<file path="config.mk">
export PLATFORM = sky130hd
export DESIGN_NAME = rb_dump_flat
export DESIGN_NICKNAME = d
export VERILOG_FILES = /design/src/rtl/rb_dump_if.sv /design/src/rtl/rb_dump.sv /design/src/flat_wrapper.sv
export SDC_FILE = /design/constraint.sdc
export NUM_CORES = 1
export LEC_CHECK = 0
export CORE_MARGIN = 4
export CORE_UTILIZATION = 42
export DETAILED_ROUTE_END_ITERATION = 8
export HOLD_SLACK_MARGIN = 0.05
export PLACE_DENSITY = 0.79
export RECOVER_POWER = 25
export SLEW_MARGIN = 20
export SYNTH_ARGS = -nofsm -noshare
export SYNTH_HDL_FRONTEND = slang
export SYNTH_SLANG_ARGS = --single-unit
</file>
<file path="constraint.sdc">
create_clock -name clk -period 2.3 [get_ports clk]
set_clock_uncertainty 0.1 [all_clocks]
set_input_delay 0.23 -clock clk [delete_from_list [all_inputs] [get_ports clk]]
set_output_delay 0.23 -clock clk [all_outputs]
set_load 0.005 [all_outputs]
</file>
<file path="src/rtl/rb_dump_if.sv">
// Output word stream of the register-bank dumper: a valid/ready handshake
// carrying one register value and its index per accepted transfer.
interface rb_dump_if;
    logic        outValid;
    logic        outReady;
    logic [31:0] outData;
    logic [4:0]  outAddr;

    // Producer side (the dumper)
    modport master (
        output outValid,
        output outData,
        output outAddr,
        input  outReady
    );

    // Consumer side (downstream sink)
    modport slave (
        input  outValid,
        input  outData,
        input  outAddr,
        output outReady
    );
endinterface

</file>
<file path="src/rtl/rb_dump.sv">
// Register-bank dumper: walks an inclusive, wrap-around register range
// through the bank's combinational read port and streams each
// (index, value) pair out over a valid/ready handshake, one word every
// two cycles at best. Read-only towards the bank.
module rb_dump (
    input  logic        clk,
    input  logic        rst_n,
    input  logic        start,
    input  logic        abort,
    input  logic [4:0]  firstReg,
    input  logic [4:0]  lastReg,
    output logic [4:0]  rbReadReg,
    input  logic [31:0] rbReadData,
    output logic        busy,
    output logic        done,
    rb_dump_if.master   outPort
);
    typedef enum logic [1:0] {
        IDLE   = 2'd0,
        READ   = 2'd1,
        HOLD   = 2'd2,
        FINISH = 2'd3
    } state_t;

    state_t      state;
    state_t      stateNext;
    logic [4:0]  ptr;
    logic [4:0]  endReg;
    logic        validReg;
    logic [31:0] dataReg;
    logic [4:0]  addrReg;

    logic        loadRange;
    logic        capture;
    logic        advance;
    logic        dropValid;
    logic        handshake;

    assign handshake = validReg && outPort.outReady;

    // Next-state and control strobes; abort outranks any handshake
    always_comb begin
        // NOTE: every output of this block gets a default first, so no path leaves one unassigned and no latch is inferred.
        stateNext = state;
        loadRange = 1'b0;
        capture   = 1'b0;
        advance   = 1'b0;
        dropValid = 1'b0;
        case (state)
            IDLE: begin
                if (start) begin
                    loadRange = 1'b1;
                    stateNext = READ;
                end
            end
            READ: begin
                if (abort) begin
                    stateNext = IDLE;
                end else begin
                    capture   = 1'b1;
                    stateNext = HOLD;
                end
            end
            HOLD: begin
                if (abort) begin
                    dropValid = 1'b1;
                    stateNext = IDLE;
                end else if (handshake) begin
                    dropValid = 1'b1;
                    if (ptr == endReg) begin
                        stateNext = FINISH;
                    end else begin
                        advance   = 1'b1;
                        stateNext = READ;
                    end
                end
            end
            FINISH: begin
                stateNext = IDLE;
            end
            default: begin
                stateNext = IDLE;
            end
        endcase
    end

    // State register
    always_ff @(posedge clk or negedge rst_n) begin
        // NOTE: sequential state uses non-blocking assignments so every register samples pre-edge values.
        if (!rst_n) begin
            state <= IDLE;
        end else begin
            state <= stateNext;
        end
    end

    // Range pointer and output word registers
    always_ff @(posedge clk or negedge rst_n) begin
        if (!rst_n) begin
            ptr      <= 5'd0;
            endReg   <= 5'd0;
            validReg <= 1'b0;
            dataReg  <= 32'd0;
            addrReg  <= 5'd0;
        end else begin
            if (loadRange) begin
                ptr    <= firstReg;
                endReg <= lastReg;
            end else if (advance) begin
                ptr <= ptr + 5'd1;  // 5-bit add wraps 31 -> 0
            end
            if (capture) begin
                dataReg  <= rbReadData;
                addrReg  <= ptr;
                validReg <= 1'b1;
            end else if (dropValid) begin
                validReg <= 1'b0;
            end
        end
    end

    assign rbReadReg        = ptr;
    assign busy             = (state != IDLE);
    assign done             = (state == FINISH) && !abort;
    assign outPort.outValid = validReg;
    assign outPort.outData  = dataReg;
    assign outPort.outAddr  = addrReg;
endmodule

</file>
<file path="src/flat_wrapper.sv">
// flat-port wrapper written by rule: the top's interface ports become plain ports
module rb_dump_flat 
  (clk, rst_n, start, abort, firstReg, lastReg, rbReadReg, rbReadData, busy, done, outPort_outValid, outPort_outData, outPort_outAddr, outPort_outReady);
  rb_dump_if outPort_i ();
  input  logic clk;
  input  logic rst_n;
  input  logic start;
  input  logic abort;
  input  logic [4:0] firstReg;
  input  logic [4:0] lastReg;
  output logic [4:0] rbReadReg;
  input  logic [31:0] rbReadData;
  output logic busy;
  output logic done;
  output wire logic [$bits(outPort_i.outValid)-1:0] outPort_outValid;
  output wire logic [$bits(outPort_i.outData)-1:0] outPort_outData;
  output wire logic [$bits(outPort_i.outAddr)-1:0] outPort_outAddr;
  input wire logic [$bits(outPort_i.outReady)-1:0] outPort_outReady;
  assign outPort_outValid = outPort_i.outValid;
  assign outPort_outData = outPort_i.outData;
  assign outPort_outAddr = outPort_i.outAddr;
  assign outPort_i.outReady = outPort_outReady;
  rb_dump u_core (.clk(clk), .rst_n(rst_n), .start(start), .abort(abort), .firstReg(firstReg), .lastReg(lastReg), .rbReadReg(rbReadReg), .rbReadData(rbReadData), .busy(busy), .done(done), .outPort(outPort_i));
endmodule
</file>
Yosys cells after proc, flatten, opt, wreduce, memory -nomap -nowiden --
Index checks and enable logic that the tools add are counted.
Storage, ports and cells: register bits 50, bits of input ports 47, output and inout bits 45, logic and storage cells 42
Operators by class: add/sub/neg operators 1, equal/unequal tests 6, mux-type cells 21, reductions and logical operators 8
Operators by type and width (number):
- 2-to-1 mux 1 bit | 13
- 2-to-1 mux 2 bit | 5
- 2-to-1 mux 5 bit | 2
- case mux 2 bit (4 select lines) | 1
- nonzero test 2 bit | 3
- adder 5 x 1 -> 5 bit (second input constant) | 1
- equality test 5 bit | 1
- equality test 2 bit (second input constant) | 2
- != test 3 x 2 -> 1 bit (second input constant) | 1
- equality test 2 x 1 -> 1 bit (second input constant) | 1
- logical AND 1 bit | 2
- zero test 2 bit | 1
- != test 2 bit (second input constant) | 1
- AND reduction 2 bit | 1
- zero test 1 bit | 1

Depth between registers and ports, before layout --
Gate-level depths: netlist of the first run.
word-level depth 7, mapped depth 7, gate-level depth less buffers 5

Least setup slack after synthesis of the first run --
OpenSTA, ideal clock, no wires.
kind reg2reg, from register u_core.state[0], to register u_core.ptr[2], in the netlist u_core.rbReadReg[2], library setup time 0.126 ns, arrival time 1.521 ns, required time 2.074 ns, slack 0.553 ns, cell stages (with the launch flop) 7, path buffers 2, period minus slack after synthesis 1.747 ns, path through dfrtp_1 buf_6 or3b_1 buf_2 and2_4 and3_1 a221o_1
Between the ends: word-level cells in the longest chain between the ends 3, elaborated cells on any way between the ends 6, classes of those cells eq/ne (1); mux (3); reduce/logical (2)
Ends and longest elaborated chain:
- from (decl) | line rb_dump.sv:25 | state_t state;
- from (signal assigned) | line rb_dump.sv:93 | state <= stateNext;
- equality test 2 bit / zero test 2 bit (equally long branches) | line rb_dump.sv:49 | case (state)
- 2-to-1 mux 1 bit | line rb_dump.sv:49
- nonzero test 2 bit (no line) / 2-to-1 mux 5 bit (equally long branches)
- to (signal assigned) | line rb_dump.sv:107 | ptr <= firstReg;
- to (signal assigned) | line rb_dump.sv:110 | ptr <= ptr + 5'd1;
- to (decl) | line rb_dump.sv:27 | logic [4:0] ptr;
Parallel ways exist; a longest one is shown, timed or not. A chain may end at the register's enable or synchronous reset.

Final worst setup path of the first run --
from register u_core.state[1], to output done
Between the ends: word-level cells in the longest chain between the ends 2
Ends and longest elaborated chain:
- equality test 2 bit | line rb_dump.sv:124 | assign done = (state == FINISH) && !abort;
- logical AND 1 bit | line rb_dump.sv:124
- to (decl) | line flat_wrapper.sv:14 | output logic done;
Every way passes these cells.

==> impl_summary.txt, run 1 <==
----------------------------------------------------
[Run status]
  Result of the run ... completed

[Logic synthesis]
  Area share of fa/ha/maj cells after synthesis ... 0.5727%
  Synth top area share ... 57.27%
  Main combinational cell family by area after synthesis ... multiplexers
  EDFF count, synth ... 0
  Cell types occupying the most area after synthesis ... sky130_fd_sc_hd__dfrtp_1 57%, sky130_fd_sc_hd__mux2_2 19%, sky130_fd_sc_hd__nand2_1 3.6%
  Most instantiated library cell after synthesis ... sky130_fd_sc_hd__dfrtp_1
  Synthesized-area fraction occupied by xor and xnor cells ... 2.405%
  Mean instance size in the synthesized netlist ... 12.93 µm²
  Synth warnings ... 0
  Leading register cell type out of synthesis ... sky130_fd_sc_hd__dfrtp_1
  Post-synthesis instance area ... 2185 µm²
  Cell type contributing the most total cell area after synthesis ... sky130_fd_sc_hd__dfrtp_1
  Number of register bits inferred by synthesis ... 50
  Mapped Nets ... 217
  Simple-gate portion of the synthesized area ... 11.86%
  Multiplexer share of the synthesized area ... 19.07%
  Count of distinct cell types in the synthesized netlist ... 42
  Most numerous cell types in the synthesized netlist ... 50 x sky130_fd_sc_hd__dfrtp_1, 37 x sky130_fd_sc_hd__mux2_2, 21 x sky130_fd_sc_hd__nand2_1
  Synth Area in Compound Gates ... 5.956%
  Post-synth ARST share ... 100.0%
  Synth Instances ... 169
  Share of synthesized area occupied by flip-flops and latches ... 57.27%

[Route]
  Total via count in the routed design ... 1651
  Residual DRC ... 0
  DR iter-0 viols ... 76
  Number of iterations in the first detailed-routing pass ... 4
  M1 wire length ... 2154 µm
  WL met3 ... 465 µm
  DR WL/cell ... 14.77 µm
  Antenna-violating nets left ... 0
  Highest routed layer ... met4
  Total wire length ... 4903 µm
  Met2 wire length ... 2264 µm
  Number of vias per cell ... 4.973

[Global route]
  Number of antenna violations at the first check in global routing ... 0
  Congestion Overflow GR ... 0
  Maximum number of pins on one net before global-route repair ... 38
  GRT Total Usage ... 16.04%
  Via count of the first global-routing pass ... 1707
  Global-route wire length before repair ... 8066 µm

[STA]
  Final-report setup violation count ... 0
  Maximum frequency from static timing analysis ... 0.5161 GHz
  Final Cycle Share ... 84.24%
  Final max-slew violation count ... 0
  Hold Violations, Final ... 0
  Unrepaired setup endpoints after global routing ... no
  Setup Total Neg Slack ... 0 ns
  Slew at the pin closest to its max-slew limit ... 0.7566 ns
  Shortest period the worst path allows ... 1.938 ns
  Worst slew margin relative to its limit ... 49.56%

[Worst setup path]
  Worst path required time ... 1.97 ns
  Critical path start-end classification ... flop to output port
  Worst endpoint data arrival time ... 1.61 ns
  Endpoint class of the critical path ... output port
  Type of element launching the critical path ... flop
  Maximum fanout encountered on the critical timing path ... 8
  FF-to-FF path depth ... 4

[Clock tree]
  # resized after CTS ... 0
  TritonCTS sink count ... 50
  Post-CTS Setup Repair Bufs ... 0
  Worst-path clk slew ... 0.08 ns
  Maximum level of the CTS H-tree ... 2
  Clock tree root buffer cell ... sky130_fd_sc_hd__clkbuf_8
  TritonCTS clock tree ... yes
  Clock buffer depth ... 2
  Clock latency on the worst-skew pair ... 0.28 ns
  TritonCTS buffer count ... 5

[Pwr]
  Worst VDD drop ... 0.7232 mV
  Leak pwr ... 1.364 nW
  P per Cell Area ... 1198 nW/µm²

[Final layout]
  Sequential cell area ... 1251 µm²
  Area growth from synthesis to layout ... 49.77%
  Final Util ... 67.05%
  Count of filler cells inserted in the layout ... 396
  Area used by multi-input combinational logic ... 875.8 µm²
  Fraction of final layout cells sized beyond drive strength 1 ... 20.75%
  Diode count ... 0
  Final layout net count ... 313

[Worst hold path]
  Hold Crit Class ... primary input to flop
  Count of cells along the worst hold path ... 3

[Floorplanning]
  I/O pins ... 92
  Die Y ... 80.12 µm
  Num rows ... 25
  Total die area ... 6419 µm²
  Starting utilization of the core area ... 44.77%
  Standard cell core area ... 4880 µm²
  Chip width ... 80.12 µm

[Placement]
  Global placer's final weighted congestion ... 0.8319
  Half-perimeter wire length of the detailed placement result ... 3717 µm
  Number of buffers inserted by port buffering ... 91

[Job]
  Max-Cap Viols ... 0

----------------------------------------------------
[worst max-delay path, stage by stage, from the launching register on]
cell and delay (ns):
sky130_fd_sc_hd__dfrtp_1 0.51, sky130_fd_sc_hd__inv_1 0.09, sky130_fd_sc_hd__nor3b_1 0.19, sky130_fd_sc_hd__clkdlybuf4s50_1 0.52
[final timing paths]
path,slack (ns),from,to
worst max-delay path,0.36,u_core.state[1],done
worst min-delay path,0.36,lastReg[4],u_core.endReg[4]
worst max register to register,0.45,u_core.rbReadReg[4],u_core.rbReadReg[2]
worst min register to register,0.40,u_core.endReg[4],u_core.endReg[4]
max in group asynchronous,0.75,rst_n,u_core.outPort.outData[8]
min in group asynchronous,0.44,rst_n,u_core.outPort.outData[30]
[timing repair]
action	in CTS	in global routing
endpoints found under the hold margin	29	0
setup endpoints to repair	0	0
hold buffers	1	0
[power breakdown]
group / internal [W] / switching, W / total, W
clock network: 0.000210 / 0.000251 / 0.000460
registers: 0.00131 / 0.000287 / 0.00160
logic: 0.00124 / 0.000625 / 0.00186
total: 0.00276 / 0.00116 / 0.00392
[logic make-up (layout without fill, tap and decap cells)]
logic type | Yosys count | after routing
muxes | 37 | 37
xor gates and xnor gates | 6 | 6
DFF | 50 | 50
buffers and inverters | 12 | 108
adders and majority gates | 1 | 1
AOI/OAI and AO/OA | 18 | 18
and+or+nand+nor | 45 | 45
[metrics by stage]
stage	setup WS [ns]	total power, W	cell area [µm²]	hold WS (ns)	instances
after floorplan	0.5535	0.002410	2185	-0.1656	169
after global placement	0.3498	0.003462	3189	0.2087	324
after detailed placement	0.3214	0.003509	3189	0.2079	324
after CTS	0.3365	0.003991	3276	0.3509	332
after global routing	0.2315	0.004226	3272	0.3663	332
final	0.3625	0.003921	3272	0.3632	332
[state kept, by name, indices dropped and copies added, names as in the netlist]
register and cells:
u_core.state 2, u_core.outPort.outValid 1, u_core.outPort.outAddr 5, u_core.outPort.outData 32
u_core.rbReadReg 5, u_core.endReg 5
[area by class of cell]
type | count | share of cell area (%)
clock buffer | 7 | 2.333
multi-input combinational | 107 | 26.77
tap | 67 | 2.562
inverter | 2 | 0.2294
sequential | 50 | 38.24
timing repair buffer | 99 | 29.87
[cell usage in the layout (no fill, tap or decap), types with 2 or more instances in the layout]
cell type	count
sky130_fd_sc_hd__buf_4	5
sky130_fd_sc_hd__clkbuf_1	3
sky130_fd_sc_hd__nor3b_2	2
sky130_fd_sc_hd__dfrtp_1	50
sky130_fd_sc_hd__nand3_1	3
sky130_fd_sc_hd__clkdlybuf4s50_1	90
sky130_fd_sc_hd__mux2_2	37
sky130_fd_sc_hd__clkbuf_8	5
sky130_fd_sc_hd__or3_1	2
sky130_fd_sc_hd__xor2_1	4
sky130_fd_sc_hd__xnor2_1	2
sky130_fd_sc_hd__a22oi_1	2
sky130_fd_sc_hd__inv_1	2
sky130_fd_sc_hd__and3_1	2
sky130_fd_sc_hd__o21ai_0	4
sky130_fd_sc_hd__nand2_1	21
sky130_fd_sc_hd__o22ai_1	2
[routing by layer]
layer | vias up | GRT usage (%)
li1 | 789 | -
met1 | 792 | 21.27
met2 | 68 | 25.33
met3 | 2 | 5.605
met4 | 0 | 3.547
met5 | - | 0
Note: power is estimated with default switching activity, not from simulation.
==> run 2: changes to the inputs <==
- CORE_UTILIZATION: 42 -> 38
- PLACE_DENSITY: 0.79 -> 0.76
- clock period: 2.3 -> 1.75 ns (I/O delays scaled with it)
==> run 2 against run 1 <==
Net effect: the run now ends with setup timing left; design area up 7.2%; global-route usage down 1.2 points; final cell count up 8.1%.
==> impl_summary.txt, run 2 (same netlist as run 1, synthesis figures left out) <==
----------------------------------------------------
[Clock tree]
  TritonCTS buffer count ... 5 (unchanged)
  Clock buffer depth ... 2 (unchanged)
  Worst-path clk slew ... 0.10 ns (was 0.08 ns)
  Clock latency on the worst-skew pair ... 0.30 ns (was 0.28 ns)
  Clock tree root buffer cell ... sky130_fd_sc_hd__clkbuf_8 (unchanged)
  TritonCTS clock tree ... yes (unchanged)
  TritonCTS sink count ... 50 (unchanged)
  Maximum level of the CTS H-tree ... 2 (unchanged)

[Global route]
  Congestion Overflow GR ... 0 (unchanged)
  Maximum number of pins on one net before global-route repair ... 41 (was 38)
  GRT Total Usage ... 14.81% (was 16.04%)
  Global-route wire length before repair ... 8521 µm (was 8066 µm)
  Via count of the first global-routing pass ... 1781 (was 1707)
  Number of antenna violations at the first check in global routing ... 0 (unchanged)

[Placement]
  Number of buffers inserted by port buffering ... 91 (unchanged)
  Count of placed standard cells including taps ... 343 (was 324)
  Half-perimeter wire length of the detailed placement result ... 3862 µm (was 3717 µm)
  Global placer's final weighted congestion ... 0.8880 (was 0.8319)
  Area of placed instances ... 3301 µm² (was 3189 µm²)

[Floorplanning]
  Standard cell core area ... 5540 µm² (was 4880 µm²)
  Num rows ... 27 (was 25)
  Total die area ... 7026 µm² (was 6419 µm²)
  Chip width ... 83.82 µm (was 80.12 µm)
  Starting utilization of the core area ... 39.43% (was 44.77%)
  I/O pins ... 92 (unchanged)
  Die Y ... 83.82 µm (was 80.12 µm)

[Worst setup path]
  Slowest cell on the critical path ... sky130_fd_sc_hd__dfrtp_2 (was sky130_fd_sc_hd__clkdlybuf4s50_1)
  Stages on the worst setup path ... 5 (was 3)
  Buffering stage count on the worst path with inverters included ... 1 (was 2)
  Critical path start-end classification ... flop to flop (was flop to output port)
  Critical path's top delay family ... flip-flops (was buffers and inverters)
  Reg-to-reg setup timing slack ... -0.03 ns (was 0.45 ns)
  Sequence of cells on the critical path ... xor2_2 > nor4_4 > buf_4 > a21boi_0 > o2bb2a_1 (was inv_1 > nor3b_1 > clkdlybuf4s50_1)
  Worst endpoint data arrival time ... 1.86 ns (was 1.61 ns)
  Start point of the critical path ... u_core.rbReadReg[1] (was u_core.state[1])
  Maximum fanout encountered on the critical timing path ... 6 (was 8)
  Worst flop-to-flop path endpoint ... u_core.rbReadReg[1] (was u_core.rbReadReg[2])
  Type of element launching the critical path ... flop (unchanged)
  Startpoint of the worst-slack reg-to-reg timing path ... u_core.rbReadReg[1] (was u_core.rbReadReg[4])
  Worst setup path endpoint ... u_core.rbReadReg[1] (was done)
  Endpoint class of the critical path ... flop (was output port)
  Largest stage delay on the critical path ... 0.46 ns (was 0.52 ns)
  Worst path required time ... 1.83 ns (was 1.97 ns)
  FF-to-FF path depth ... 5 (was 4)

[Route]
  Number of iterations in the first detailed-routing pass ... 4 (unchanged)
  DR iter-0 viols ... 74 (was 76)
  Antenna-violating nets left ... 0 (unchanged)
  Residual DRC ... 0 (unchanged)
  DR WL/cell ... 14.47 µm (was 14.77 µm)
  Total wire length ... 5194 µm (was 4903 µm)
  Number of vias per cell ... 4.861 (was 4.973)
  Total via count in the routed design ... 1745 (was 1651)

[STA]
  Hold Violations, Final ... 0 (unchanged)
  Smallest hold slack ... 0.2714 ns (was 0.3632 ns)
  Maximum frequency from static timing analysis ... 0.5621 GHz
  Shortest period the worst path allows ... 1.779 ns
  Final-report setup violation count ... 1 (was 0)
  Final setup margin ... -0.02911 ns (was 0.3625 ns)
  Slew at the pin closest to its max-slew limit ... 0.5628 ns (was 0.7566 ns)
  Final max-slew violation count ... 0 (unchanged)
  Final Cycle Share ... 101.7%
  Worst slew margin relative to its limit ... 62.48% (was 49.56%)
  Setup Total Neg Slack ... -0.02911 ns (was 0 ns)
  Unrepaired setup endpoints after global routing ... yes (was no)

[Final layout]
  Commonest non-fill, non-tap cell in the layout ... sky130_fd_sc_hd__clkdlybuf4s50_1 (unchanged)
  Diode count ... 0 (unchanged)
  Leading cell types in the layout, fill and taps excluded ... 88 x sky130_fd_sc_hd__clkdlybuf4s50_1, 49 x sky130_fd_sc_hd__dfrtp_1, 37 x sky130_fd_sc_hd__mux2_2, 24 x sky130_fd_sc_hd__buf_4, 20 x sky130_fd_sc_hd__nand2_1 (was 90 x sky130_fd_sc_hd__clkdlybuf4s50_1, 50 x sky130_fd_sc_hd__dfrtp_1, 37 x sky130_fd_sc_hd__mux2_2, 21 x sky130_fd_sc_hd__nand2_1)
  Final Util ... 63.30% (was 67.05%)
  Fraction of final layout cells sized beyond drive strength 1 ... 30.66% (was 20.75%)
  Post-layout instance count excluding filler cells ... 359 (was 332)
  Area growth from synthesis to layout ... 60.54% (was 49.77%)
  Post-Layout Inst Area ... 3507 µm² (was 3272 µm²)
  Count of filler cells inserted in the layout ... 448 (was 396)
  Final layout net count ... 334 (was 313)
  Largest register FFs ... 32 (unchanged)

[Job]
  Max-Cap Viols ... 0 (unchanged)

[Run status]
  Failing checks ... setup timing
  Result of the run ... complete, but fails checks (was completed)

[Pwr]
  Worst VDD drop ... 0.9054 mV (was 0.7232 mV)
  P per Cell Area ... 1600 nW/µm² (was 1198 nW/µm²)
  Leak pwr ... 1.501 nW (was 1.364 nW)

[Worst hold path]
  Hold Crit Class ... primary input to async pin (was primary input to flop)

----------------------------------------------------
-- run 2: changes by cell type in the layout (fill, tap and decap cells not counted), moves of 2 or more --
cell	delta
sky130_fd_sc_hd__clkbuf_1	-2
sky130_fd_sc_hd__clkdlybuf4s50_1	-2
sky130_fd_sc_hd__buf_6	+3
sky130_fd_sc_hd__dlygate4sd2_1	+2
sky130_fd_sc_hd__clkinv_2	+2
sky130_fd_sc_hd__buf_4	+19
-- run 2: worst min-delay path by stage --
stage / to / depth (start not counted)
6_report: u_core.state[1] / 2
2_1_floorplan: u_core.endReg[0] / 0
5_1_grt: u_core.endReg[4] / 3
3_5_place_dp: u_core.outPort.outValid / 1
4_1_cts: u_core.outPort.outValid / 2
3_3_place_gp: u_core.state[1] / 1
-- run 2: timing repair --
action                                 in CTS  in global routing
hold buffers                                1                  0
setup buffers                               2                  5
resized for setup                           6                  9
endpoints found under the hold margin      50                  0
pin swaps                                   3                  4
setup endpoints to repair                   4                 26
-- run 2: through the flow --
stage | worst slack, ns | total power (W)
3_3_place_gp | -0.1752 | 0.004655
3_5_place_dp | -0.1894 | 0.004713
2_1_floorplan | 0.003490 | 0.003167
4_1_cts | 0.004428 | 0.005568
6_report | -0.02911 | 0.005612
5_1_grt | -0.09782 | 0.006007
-- run 2: final cells by class --
cell class	instances	area [µm²]	share of cell area (%)
Clock buffer	5	68.82	1.962
Clock inverter	3	40.04	1.142
Inverter	2	7.507	0.2141
Tap cell	72	90.09	2.569
Sequential cell	50	1252	35.71
Timing Repair Buffer	120	1134	32.32
Multi-Input combinational cell	107	914.6	26.08
-- run 2: metal layers --
| layer | track usage, % | vias up | part of all wire, % |
|---|---|---|---|
| met5 | 0 | - | 0 |
| met3 | 5.824 | 4 | 9.2 |
| met1 | 18.12 | 853 | 40 |
| met2 | 24.80 | 61 | 50 |
| li1 | - | 827 | - |
| met4 | 3.070 | 0 | 0.85 |
-- run 2: power breakdown --
group          leakage, nW  switching, W  internal (W)
Sequential           0.593      0.000330       0.00172
Clock               0.0579      0.000384      0.000422
Combinational        0.850      0.000939       0.00182
